<file path="config.mk">
export PLATFORM = sky130hd
export DESIGN_NAME = id_ex_pipe_reg
export DESIGN_NICKNAME = d
export VERILOG_FILES = /design/src/rtl/id_ex_pipe_reg.sv
export SDC_FILE = /design/constraint.sdc
export NUM_CORES = 1
export LEC_CHECK = 0
export ABC_AREA = 1
export CAP_MARGIN = 20
export CORE_AREA = 2 2 139 141
export CTS_BUF_LIST = sky130_fd_sc_hd__clkbuf_4 sky130_fd_sc_hd__clkbuf_8
export CTS_CLUSTER_SIZE = 8
export DETAILED_ROUTE_END_ITERATION = 16
export DIE_AREA = 0 0 141 143
export GPL_TIMING_DRIVEN = 1
export PLACE_DENSITY = 0.74
export SYNTH_ARGS = -nofsm -noshare
export SYNTH_HDL_FRONTEND = slang
export SYNTH_SLANG_ARGS = --single-unit
</file>
<file path="constraint.sdc">
create_clock -name clk -period 7.49 [get_ports clk]
set_input_delay 1.498 -clock clk [delete_from_list [all_inputs] [get_ports clk]]
set_output_delay 1.498 -clock clk [all_outputs]
set_load 0.05 [all_outputs]
</file>
<file path="src/rtl/id_ex_pipe_reg.sv">
// ID/EX pipeline register with a valid/ready handshake, flush and bubble counting.
// Optional load-use hazard detection is enabled by defining ID_EX_LOAD_USE_HAZARD_EN.
// A bubble (out_valid=0) always carries cleared control bits, so it behaves as a NOP.
module id_ex_pipe_reg #(
  parameter int unsigned DATA_W  = 32,
  parameter int unsigned PC_W    = 7,
  parameter int unsigned RADDR_W = 5,
  parameter int unsigned ALUOP_W = 6,
  parameter int unsigned CNT_W   = 16
) (
  input  logic               clk,
  input  logic               rst,
  input  logic               in_valid,
  output logic               in_ready,
  input  logic               flush,
  input  logic               out_ready,
  output logic               out_valid,
  input  logic [ALUOP_W-1:0] alu_op,
  input  logic               reg_dst,
  input  logic               alu_src,
  input  logic               branch,
  input  logic               mem_write,
  input  logic               reg_write,
  input  logic               mem_to_reg,
  input  logic [PC_W-1:0]    pc_next,
  input  logic [DATA_W-1:0]  data1,
  input  logic [DATA_W-1:0]  data2,
  input  logic [DATA_W-1:0]  sign_extend,
  input  logic [RADDR_W-1:0] reg1,
  input  logic [RADDR_W-1:0] reg2,
  input  logic [RADDR_W-1:0] rs,
  input  logic [RADDR_W-1:0] rt,
  output logic [ALUOP_W-1:0] alu_op_reg,
  output logic               reg_dst_reg,
  output logic               alu_src_reg,
  output logic               branch_reg,
  output logic               mem_write_reg,
  output logic               reg_write_reg,
  output logic               mem_to_reg_reg,
  output logic [PC_W-1:0]    pc_next_reg,
  output logic [DATA_W-1:0]  data1_reg,
  output logic [DATA_W-1:0]  data2_reg,
  output logic [DATA_W-1:0]  sign_extend_reg,
  output logic [RADDR_W-1:0] reg1_reg,
  output logic [RADDR_W-1:0] reg2_reg,
  output logic [RADDR_W-1:0] rs_reg,
  output logic [RADDR_W-1:0] rt_reg,
  output logic [CNT_W-1:0]   bubble_cnt,
  output logic               hazard_stall
);

  logic load;
  logic drain;
  logic valid_d;

`ifdef ID_EX_LOAD_USE_HAZARD_EN
  // Held load whose destination feeds the incoming instruction: stall decode one bubble.
  always_comb begin
    hazard_stall = out_valid & mem_to_reg_reg & reg_write_reg & (rt_reg != '0) &
                   ((rt_reg == rs) | (rt_reg == rt));
  end
`else
  assign hazard_stall = 1'b0;
`endif

  // Handshake decode and next-state valid; flush overrides everything.
  always_comb begin
    in_ready = (~out_valid | out_ready) & ~hazard_stall;
    load     = in_valid & in_ready;
    drain    = out_valid & out_ready & ~load;
    if (flush) begin
      valid_d = 1'b0;
    end else if (load) begin
      valid_d = 1'b1;
    end else if (drain) begin
      valid_d = 1'b0;
    end else begin
      valid_d = out_valid;
    end
  end

  // Valid and control fields: captured on load, cleared whenever the stage goes empty.
  always_ff @(posedge clk or posedge rst) begin
    if (rst) begin
      out_valid      <= 1'b0;
      alu_op_reg     <= '0;
      reg_dst_reg    <= 1'b0;
      alu_src_reg    <= 1'b0;
      branch_reg     <= 1'b0;
      mem_write_reg  <= 1'b0;
      reg_write_reg  <= 1'b0;
      mem_to_reg_reg <= 1'b0;
    end else begin
      out_valid <= valid_d;
      if (flush || drain) begin
        alu_op_reg     <= '0;
        branch_reg     <= 1'b0;
        mem_write_reg  <= 1'b0;
        reg_write_reg  <= 1'b0;
        mem_to_reg_reg <= 1'b0;
      end else if (load) begin
        alu_op_reg     <= alu_op;
        reg_dst_reg    <= reg_dst;
        alu_src_reg    <= alu_src;
        branch_reg     <= branch;
        mem_write_reg  <= mem_write;
        reg_write_reg  <= reg_write;
        mem_to_reg_reg <= mem_to_reg;
      end
    end
  end

  // Data and specifier fields only change on an unflushed load.
  always_ff @(posedge clk or posedge rst) begin
    if (rst) begin
      pc_next_reg     <= '0;
      data1_reg       <= '0;
      data2_reg       <= '0;
      sign_extend_reg <= '0;
      reg1_reg        <= '0;
      reg2_reg        <= '0;
      rs_reg          <= '0;
      rt_reg          <= '0;
    end else if (load && !flush) begin
      pc_next_reg     <= pc_next;
      data1_reg       <= data1;
      data2_reg       <= data2;
      sign_extend_reg <= sign_extend;
      reg1_reg        <= reg1;
      reg2_reg        <= reg2;
      rs_reg          <= rs;
      rt_reg          <= rt;
    end
  end

  // Saturating count of edges that leave the stage empty.
  always_ff @(posedge clk or posedge rst) begin
    if (rst) begin
      bubble_cnt <= '0;
    end else if (!valid_d && (bubble_cnt != '1)) begin
      bubble_cnt <= bubble_cnt + CNT_W'(1);
    end
  end

endmodule

</file>
==> results.py, run 1 <==
metrics = {
    "synth": {
        "syn_area_um2": 6380,
        "yosys_most_used_dff": "dfrtp_1",
        "synth_area_leaders": "dfrtp_1 (60%), nand2_1 (19%), nand3_1 (11%), nor2_1 (1.6%), clkbuf_1 (1.3%)",
        "netlist_instances": 739,
        "async_reset_ff_share_pct": 100,
        "synthDistinctLibCells": 22,
        "syn_nets": 880,
        "yosys_warnings": 0,
        "synthTopCellsByCount": "nand2_1 (317), dfrtp_1 (152), nand3_1 (142)",
        "yosys.area.top_type": "dfrtp_1",
        "synth_seq_cells": 152,
        "synth.most_common_cell": "nand2_1",
        "synth_top_area_share_pct": 59.6,
        "synth_edf_count": 0,
        "yosysSeqAreaShare_pct": 59.6,
        "syn_avg_cell_area_um2": 8.64,
    },
    "placement": {
        "numPortBuffers": 292,
        "place_ws_ns": 3.00,
        "place_congestion": 0.804,
        "dp_hpwl_um": 13100,
    },
    "clocking": {
        "cts_tree": "yes",
        "clk-insertion-delay-late_ns": 0.44,
        "cts_root_buf": "clkbuf_8",
        "cts_resized": 0,
        "postCtsHoldBufs": 0,
        "cts_num_sinks": 152,
        "path_clk_slew_ns": 0.09,
        "cts_buffer_depth": 2,
        "cts_setup_buffers": 0,
        "htree_levels": 4,
        "cts_buffers": 17,
    },
    "detailed_routing": {
        "ant_nets": 0,
        "post_drt_wl_per_cell_um": 15.5,
        "vias_per_cell": 4.75,
        "drt_first_iter_violations": 235,
        "drc_errors": 0,
        "vias": 5966,
        "drtPass1Iterations": 5,
        "finalWirelength_um": 19400,
    },
    "sta": {
        "finalHoldViolCount": 0,
        "post-route-period-util_pct": 58.6,
        "fin_skew_ns": 0.0153,
        "tightestPinTransition_ns": 1.06,
        "fmax_mhz": 228,
        "fin_ws_ns": 3.10,
        "setup_violations": 0,
        "final_max_slew_viol_count": 0,
        "setup_tns_ns": 0,
        "period_minus_slack_ns": 4.39,
        "grt_setup_unrepaired": "no",
        "slew_headroom_pct": 29.0,
    },
    "worst_hold_path": {
        "whs_path_depth": 2,
        "min_from": "data2_reg[20]",
        "whs_endpoint": "data2_reg[20]",
        "holdCritPathClass": "flop to flop",
    },
    "floorplanning": {
        "start_util_pct": 34.4,
        "fp.coreArea_um2": 18600,
        "ios": 294,
        "fp.dieArea_um2": 20200,
        "dieWidth_um": 141,
        "fp.dieH_um": 143,
        "placementRows": 50,
    },
    "setup_path": {
        "r2r_cells": 7,
        "regToRegEndpoint": "data1_reg[29]",
        "crit_type": "input pin to output pin",
        "arrival_ns": 2.89,
        "critPathLaunchType": "input pin",
        "reg2reg_slack_ns": 4.62,
        "crit_path_end_kind": "output pin",
        "cp.required_ns": 5.99,
        "rr_startpoint": "out_valid",
        "worstPathMaxFanout": 3,
        "startpoint": "out_ready",
    },
    "finish": {
        "filler_cell_count": 1743,
        "syn2layout_area_growth_pct": 53.9,
        "nets": 1151,
        "n_antenna_cell": 0,
        "multi_input_area_um2": 2280,
        "drive_above_1_share_pct": 5.09,
        "seq_area_um2": 3800,
    },
    "outcome": {
        "outcome": "completed",
    },
    "power": {
        "p_per_area_nw_per_um2": 271,
        "total_power_w": 0.00266,
        "power.leakage_nw": 4.64,
        "ir_drop_mv": 0.223,
    },
    "grt": {
        "grt_max_degree": 100,
        "overflow": 0,
        "antenna_found_initial": 0,
        "grt_pass1_wl_um": 30100,
        "first_global_vias": 5710,
        "track_usage_pct": 18.9,
    },
    "job": {
        "drv_cap": 0,
    },
}
## power breakdown
group          leakage (nW)  internal [W]  switching (W)
combinational          2.53      0.000330       0.000644
sequential             1.91      0.000938      0.0000821
clock                 0.200      0.000341       0.000329
## cell usage in the layout, fill, tap and decap left out, drive strengths merged
| cell type | netlist | layout |
|---|---|---|
| a31oi | 1 | 1 |
| and2b | 1 | 1 |
| buf | 23 | 5 |
| bufinv | 0 | 3 |
| clkbuf | 22 | 18 |
| clkdlybuf4s50 | 0 | 292 |
| clkinv | 0 | 3 |
| clkinvlp | 0 | 4 |
| conb | 1 | 1 |
| dfrtp | 152 | 152 |
| ha | 1 | 1 |
| inv | 17 | 20 |
| nand2 | 321 | 321 |
| nand3 | 142 | 142 |
| nand4 | 6 | 6 |
| nor2 | 31 | 31 |
| o21ai | 14 | 14 |
| xnor2 | 7 | 7 |
## layer usage
| layer | vias to the layer above | track usage, % | routed length (um) |
|---|---|---|---|
| li1 | 2896 | - | - |
| met3 | 24 | 6.30 | 1610 |
| met1 | 2811 | 24.6 | 8540 |
| met5 | - | 0 | 0 |
| met2 | 235 | 29.7 | 8930 |
| met4 | 0 | 6.26 | 362 |
## cell families after synthesis
family                   after synthesis  share of synthesized area (%)
AO/OA/AOI/OAI                         15                           1.55
flip-flops                           152                           59.6
buffers and inverters                 62                           4.84
XOR/XNOR                               7                          0.960
AND/OR/NAND/NOR                      501                           32.8
adder cells (fa/ha/maj)                1                          0.196
other                                  1                         0.0587
## worst max-delay path, stage by stage
cell and delay (ns):
clkdlybuf4s50_1 0.48, inv_1 0.05, nand2_2 0.06, clkdlybuf4s50_1 0.80
## final cells by class
| cell class | count | area share [%] |
|---|---|---|
| repair buffers | 297 | 30.1 |
| multi-input cells | 525 | 23.2 |
| inverters | 17 | 0.751 |
| clock inverters | 13 | 1.74 |
| well taps | 234 | 2.98 |
| clock buffers | 18 | 2.52 |
| flip-flops and latches | 152 | 38.7 |
## how the worst max path moves through the flow
| stage | to | slack [ns] | cells past startpoint |
|---|---|---|---|
| 4_1_cts | in_ready | 3.10 | 4 |
| 3_3_place_gp | reg1_reg[2] | 3.00 | 9 |
| 6_report | in_ready | 3.10 | 4 |
| 5_1_grt | in_ready | 3.06 | 4 |
| 3_5_place_dp | pc_next_reg[2] | 3.00 | 9 |
| 2_1_floorplan | alu_op_reg[0] | 1.90 | 1 |
## stage by stage
stage,hold WS (ns),util (%),instance area (um2),instances
after floorplan,0.750,-,6380,739
after global placement,0.452,50.6,9400,1224
after detailed placement,0.457,50.6,9410,1225
after CTS,0.479,52.9,9830,1256
after global routing,0.492,52.9,9830,1256
final,0.472,52.9,9830,1256
No activity file was read; power rests on OpenSTA's default activity.
==> run 2: changes to the inputs <==
--- a/config.mk
+++ b/config.mk
@@ -13,7 +13,7 @@
 export DETAILED_ROUTE_END_ITERATION = 16
 export DIE_AREA = 0 0 141 143
 export GPL_TIMING_DRIVEN = 1
-export PLACE_DENSITY = 0.74
+export PLACE_DENSITY = 0.77
 export SYNTH_ARGS = -nofsm -noshare
 export SYNTH_HDL_FRONTEND = slang
 export SYNTH_SLANG_ARGS = --single-unit
==> constraint.sdc (replaced) <==
create_clock -name clk -period 3.94 [get_ports clk]
set_input_delay 0.788 -clock clk [delete_from_list [all_inputs] [get_ports clk]]
set_output_delay 0.788 -clock clk [all_outputs]
set_load 0.05 [all_outputs]
==> run 2 against run 1 <==
Total power up 87%; critical path depth unchanged; sequential power grew 90%; routed wire length shrank 0.72%; combinational power increased by 90%; sequential share of layout area is essentially flat; worst setup slack worse by 2.2 ns; design area grew 0.13%; first-iteration DRC count rose by 8.9%; worst hold slack improved by 0.0031 ns; clock skew fell by 0.0018 ns; critical endpoint unchanged; largest cell class unchanged; highest routed layer unchanged.
==> results.py, run 2 (synthesis results as in run 1) <==
metrics = {
    "power": {
        "p_int_w": 0.00295,
        "pwr-share-comb_pct": 37.3,
        "p_switching_w": 0.00203,
        "p_sw_share_pct": 40.8,
        "power.leakage_nw": 4.64,
        "pwr-share-clk_pct": 23.7,
        "p_per_area_nw_per_um2": 506,
        "power_frac_seq_pct": 39.0,
        "ir_drop_mv": 0.329,
    },
    "clocking": {
        "cts_root_buf": "clkbuf_8",
        "cts_buffers": 17,
        "postCtsHoldBufs": 0,
        "cts_setup_buffers": 0,
        "clk-insertion-delay-late_ns": 0.44,
        "cts_buffer_depth": 2,
        "path_clk_slew_ns": 0.09,
        "cts_tree": "yes",
        "cts_num_sinks": 152,
        "htree_levels": 4,
        "cts_resized": 0,
    },
    "floorplanning": {
        "fp.dieArea_um2": 20200,
        "fp.coreArea_um2": 18600,
        "fp.dieH_um": 143,
        "placementRows": 50,
        "dieWidth_um": 141,
        "ios": 294,
        "start_util_pct": 34.4,
    },
    "grt": {
        "grtUsageMet1_pct": 23.7,
        "track_usage_pct": 19.2,
        "grt_pass1_wl_um": 30600,
        "gr-usage-met2_pct": 31.9,
        "antenna_found_initial": 0,
        "grt_max_degree": 153,
        "overflow": 0,
        "first_global_vias": 5861,
        "busiest_layer": "met2",
        "use_met3_pct": 6.71,
    },
    "detailed_routing": {
        "vias_per_cell": 4.76,
        "ant_nets": 0,
        "post_drt_wl_per_cell_um": 15.3,
        "drc_errors": 0,
        "drtPass1Iterations": 4,
        "vias": 5996,
        "drt_first_iter_violations": 256,
        "finalWirelength_um": 19300,
    },
    "placement": {
        "dp_hpwl_um": 13200,
        "numPortBuffers": 292,
        "place_congestion": 0.772,
    },
    "sta": {
        "tightestPinTransition_ns": 0.883,
        "period_minus_slack_ns": 3.02,
        "slew_headroom_pct": 41.1,
        "whs_ns": 0.475,
        "fin_skew_ns": 0.0135,
        "post-route-period-util_pct": 76.8,
        "fmax_mhz": 331,
        "finalHoldViolCount": 0,
        "setup_tns_ns": 0,
        "final_max_slew_viol_count": 0,
        "grt_setup_unrepaired": "no",
        "setup_violations": 0,
    },
    "setup_path": {
        "cp.required_ns": 3.15,
        "worstPathCellList": "clkdlybuf4s50_1 -> inv_1 -> nand2_2 -> clkdlybuf4s50_1",
        "reg2reg_slack_ns": 1.95,
        "crit_type": "input pin to output pin",
        "crit_path_end_kind": "output pin",
        "worstPathMaxFanout": 3,
        "cpPeakStageDelay_ns": 0.84,
        "critPathLaunchType": "input pin",
        "slowest_stage": "clkdlybuf4s50_1",
        "path_common_cell": "clkdlybuf4s50_1",
        "arrival_ns": 2.24,
    },
    "job": {
        "drv_cap": 0,
    },
    "finish": {
        "syn2layout_area_growth_pct": 54.1,
        "nets": 1154,
        "drive_above_1_share_pct": 5.46,
        "mostFrequentLayoutCells": "nand2_1 (317), clkdlybuf4s50_1 (292), dfrtp_1 (152)",
        "n_antenna_cell": 0,
        "final_common_cell": "nand2_1",
    },
    "outcome": {
        "outcome": "completed",
    },
    "worst_hold_path": {
        "holdCritPathClass": "flop to flop",
    },
}
## run 2: changes by cell type in the layout (fill, tap and decap cells not counted)
cell,before,now
buf_4,5,6
inv_6,3,5
bufinv_16,3,1
clkinvlp_4,4,5
buf_12,0,2
## run 2: final cells by class
class | instances | area, um2
Fill cell | 1729 | 8740
Sequential cell | 152 | 3800
Timing Repair Buffer | 300 | 3010
Multi-Input combinational cell | 525 | 2280
Tap cell | 234 | 293
Clock buffer | 18 | 248
Clock inverter | 14 | 138
Inverter | 17 | 72.6
## run 2: worst paths after layout
check,end,cells after the start,startpoint
worst max-delay path,in_ready,4,out_ready
worst min-delay path,data1_reg[16],2,data1_reg[16]
worst max register to register,data1_reg[30],6,out_valid
worst min register to register,data1_reg[16],2,data1_reg[16]
max in group asynchronous,sign_extend_reg[20],3,rst
min in group asynchronous,bubble_cnt[5],3,rst
## run 2: worst max-delay path: cells and delay by family
kind,cells,cell delay [ns]
buffers and inverters,3,1.37
and+or+nand+nor,1,0.07
## run 2: power groups by stage
stage,clock [W],combinational [W],sequential [W]
floorplan,0,0.000352,0.00276
global placement,0,0.00185,0.00196
detailed placement,0,0.00187,0.00197
CTS,0.00122,0.00187,0.00194
global route,0.00129,0.00196,0.00197
finish,0.00118,0.00185,0.00194
## run 2: metal layers
layer,routed length [um],up-vias
met3,1720,19
met2,9320,245
met4,266,0
li1,-,2906
met1,7990,2826
met5,0,-
## run 2: stage by stage
stage | power [W] | utilization [%] | std cells | setup WS, ns | cell area, um2
6_report | 0.00498 | 53.0 | 1260 | 0.916 | 9840
2_1_floorplan | 0.00311 | - | 739 | 1.24 | 6390
3_3_place_gp | 0.00381 | 50.9 | 1228 | 0.900 | 9450
5_1_grt | 0.00523 | 53.0 | 1260 | 0.845 | 9840
4_1_cts | 0.00503 | 53.0 | 1260 | 0.896 | 9840
3_5_place_dp | 0.00384 | 50.9 | 1228 | 0.896 | 9450
==> run 3: changes to the inputs <==
==> constraint.sdc (replaced) <==
create_clock -name clk -period 2.5 [get_ports clk]
set_input_delay 0.5 -clock clk [delete_from_list [all_inputs] [get_ports clk]]
set_output_delay 0.5 -clock clk [all_outputs]
set_load 0.05 [all_outputs]
==> run 3 against run 2 <==
Clock skew down 0.0037 ns; critical path depth decreased by 3; clock-buffer cell count unchanged; core utilization increased by 1.4 points; final cell count up 0.71%; die area unchanged; register-to-register slack worse by 1.2 ns.
==> results.py, run 3 (synthesis results as in run 1) <==
metrics = {
    "placement": {
        "numPortBuffers": 292,
        "place_congestion": 0.812,
        "dp_hpwl_um": 13800,
        "detailed_place.area_um2": 9660,
        "place_ws_ns": 0.388,
    },
    "sta": {
        "setup_violations": 0,
        "tightestPinTransition_ns": 0.710,
        "fin_skew_ns": 0.00978,
        "fin_ws_ns": 0.218,
        "finalHoldViolCount": 0,
        "period_minus_slack_ns": 2.28,
        "post-route-period-util_pct": 91.3,
        "slew_headroom_pct": 52.7,
        "setup_tns_ns": 0,
        "grt_setup_unrepaired": "no",
        "final_max_slew_viol_count": 0,
        "fmax_mhz": 438,
    },
    "grt": {
        "track_usage_pct": 19.7,
        "grt_max_degree": 74,
        "overflow": 0,
        "first_global_vias": 6033,
        "grt_pass1_wl_um": 31500,
        "antenna_found_initial": 0,
    },
    "setup_path": {
        "cp_top_family": "buffers and inverters",
        "slowest_stage": "clkdlybuf4s50_1",
        "cp.depth": 1,
        "cp.buffers_inverters": 1,
        "cpPeakStageDelay_ns": 0.87,
        "r2r_cells": 9,
        "arrival_ns": 1.78,
        "crit_type": "flop to output pin",
        "worstPathMaxFanout": 6,
        "startpoint": "bubble_cnt[12]",
        "crit_path_end_kind": "output pin",
        "crit_end": "bubble_cnt[12]",
        "reg2reg_slack_ns": 0.78,
        "cp.required_ns": 2.00,
        "rr_startpoint": "bubble_cnt[0]",
        "worstPathCellList": "clkdlybuf4s50_1",
        "critPathLaunchType": "flop",
        "regToRegEndpoint": "bubble_cnt[11]",
    },
    "detailed_routing": {
        "finalWirelength_um": 19600,
        "drc_errors": 0,
        "vias": 6050,
        "vias_per_cell": 4.77,
        "ant_nets": 0,
        "post_drt_wl_per_cell_um": 15.5,
        "drtPass1Iterations": 5,
        "drt_first_iter_violations": 273,
    },
    "finish": {
        "drive_above_1_share_pct": 6.38,
        "nets": 1164,
        "n_antenna_cell": 0,
        "filler_cell_count": 1675,
        "multi_input_area_um2": 2280,
        "mostFrequentLayoutCells": "nand2_1 (317), clkdlybuf4s50_1 (291), dfrtp_1 (152)",
        "seq_area_um2": 3800,
        "final_common_cell": "nand2_1",
        "fin_area_um2": 10100,
        "syn2layout_area_growth_pct": 58.3,
        "final_core_util_pct": 54.4,
    },
    "floorplanning": {
        "ios": 294,
        "fp.dieH_um": 143,
        "dieWidth_um": 141,
        "placementRows": 50,
        "fp.dieArea_um2": 20200,
        "fp.coreArea_um2": 18600,
        "start_util_pct": 34.4,
    },
    "clocking": {
        "cts_buffer_depth": 2,
        "path_clk_slew_ns": 0.09,
        "htree_levels": 4,
        "cts_tree": "yes",
        "cts_setup_buffers": 0,
        "clk-insertion-delay-late_ns": 0.44,
        "postCtsHoldBufs": 0,
        "cts_root_buf": "clkbuf_8",
        "cts_num_sinks": 152,
        "cts_buffers": 17,
        "cts_resized": 0,
    },
    "worst_hold_path": {
        "holdCritPathClass": "input pin to async pin",
    },
    "power": {
        "p_sw_share_pct": 39.0,
        "ir_drop_mv": 0.663,
        "pwr-share-comb_pct": 36.4,
        "power_frac_seq_pct": 37.6,
        "pwr-share-clk_pct": 25.9,
        "power.leakage_nw": 4.77,
        "total_power_w": 0.00814,
        "p_per_area_nw_per_um2": 806,
        "p_int_w": 0.00497,
        "p_switching_w": 0.00317,
    },
    "job": {
        "drv_cap": 0,
    },
    "outcome": {
        "outcome": "completed",
    },
}
## run 3: changes by cell type in the layout (fill, tap and decap cells not counted)
cell | before | now
buf_12 | 2 | 13
clkinv_4 | 2 | 0
bufinv_16 | 1 | 4
clkdlybuf4s50_1 | 292 | 291
inv_6 | 5 | 3
## run 3: how the worst min path moves through the flow
stage,startpoint,to,cells past startpoint
detailed placement,sign_extend_reg[23],sign_extend_reg[23],2
global placement,data1_reg[24],data1_reg[24],2
floorplan,alu_op[5],alu_op_reg[5],2
finish,rst,sign_extend_reg[5],2
CTS,rst,sign_extend_reg[4],2
global route,rst,sign_extend_reg[4],2
## run 3: area by class of cell
type / count / area share, %
sequential: 152 / 37.6
multi-input combinational: 525 / 22.5
tap: 234 / 2.90
clock inverter: 13 / 1.91
clock buffer: 18 / 2.45
inverter: 17 / 0.718
timing repair buffer: 310 / 31.8
## run 3: layer usage
| metal | GRT usage (%) | part of all wire [%] | vias up |
|---|---|---|---|
| met3 | 6.34 | 9.2 | 23 |
| li1 | - | - | 2927 |
| met2 | 32.3 | 48 | 243 |
| met5 | 0 | 0 | - |
| met4 | 5.74 | 1.5 | 0 |
| met1 | 25.1 | 41 | 2857 |
## run 3: worst register-to-register path: stages, from the launching register on
cell and delay, ns:
dfrtp_1 0.46, ha_1 0.29, inv_1 0.07, nor2_2 0.12
nand2_2 0.11, nor2_1 0.15, nor2_2 0.05, buf_4 0.19
nand2_1 0.08, o21ai_0 0.07
## run 3: power groups by stage
stage	Sequential, W	Clock [W]	Combinational, W
2_1_floorplan	0.00435	0	0.000554
5_1_grt	0.00312	0.00229	0.00314
3_5_place_dp	0.00311	0	0.00298
4_1_cts	0.00307	0.00217	0.00299
3_3_place_gp	0.00310	0	0.00295
6_report	0.00306	0.00211	0.00296
## run 3: metrics by stage
stage                     instances  hold slack, ns
after floorplan                 739           0.644
after global placement         1238           0.453
after detailed placement       1238           0.457
after CTS                      1269           0.427
after global routing           1269           0.440
final                          1269           0.448
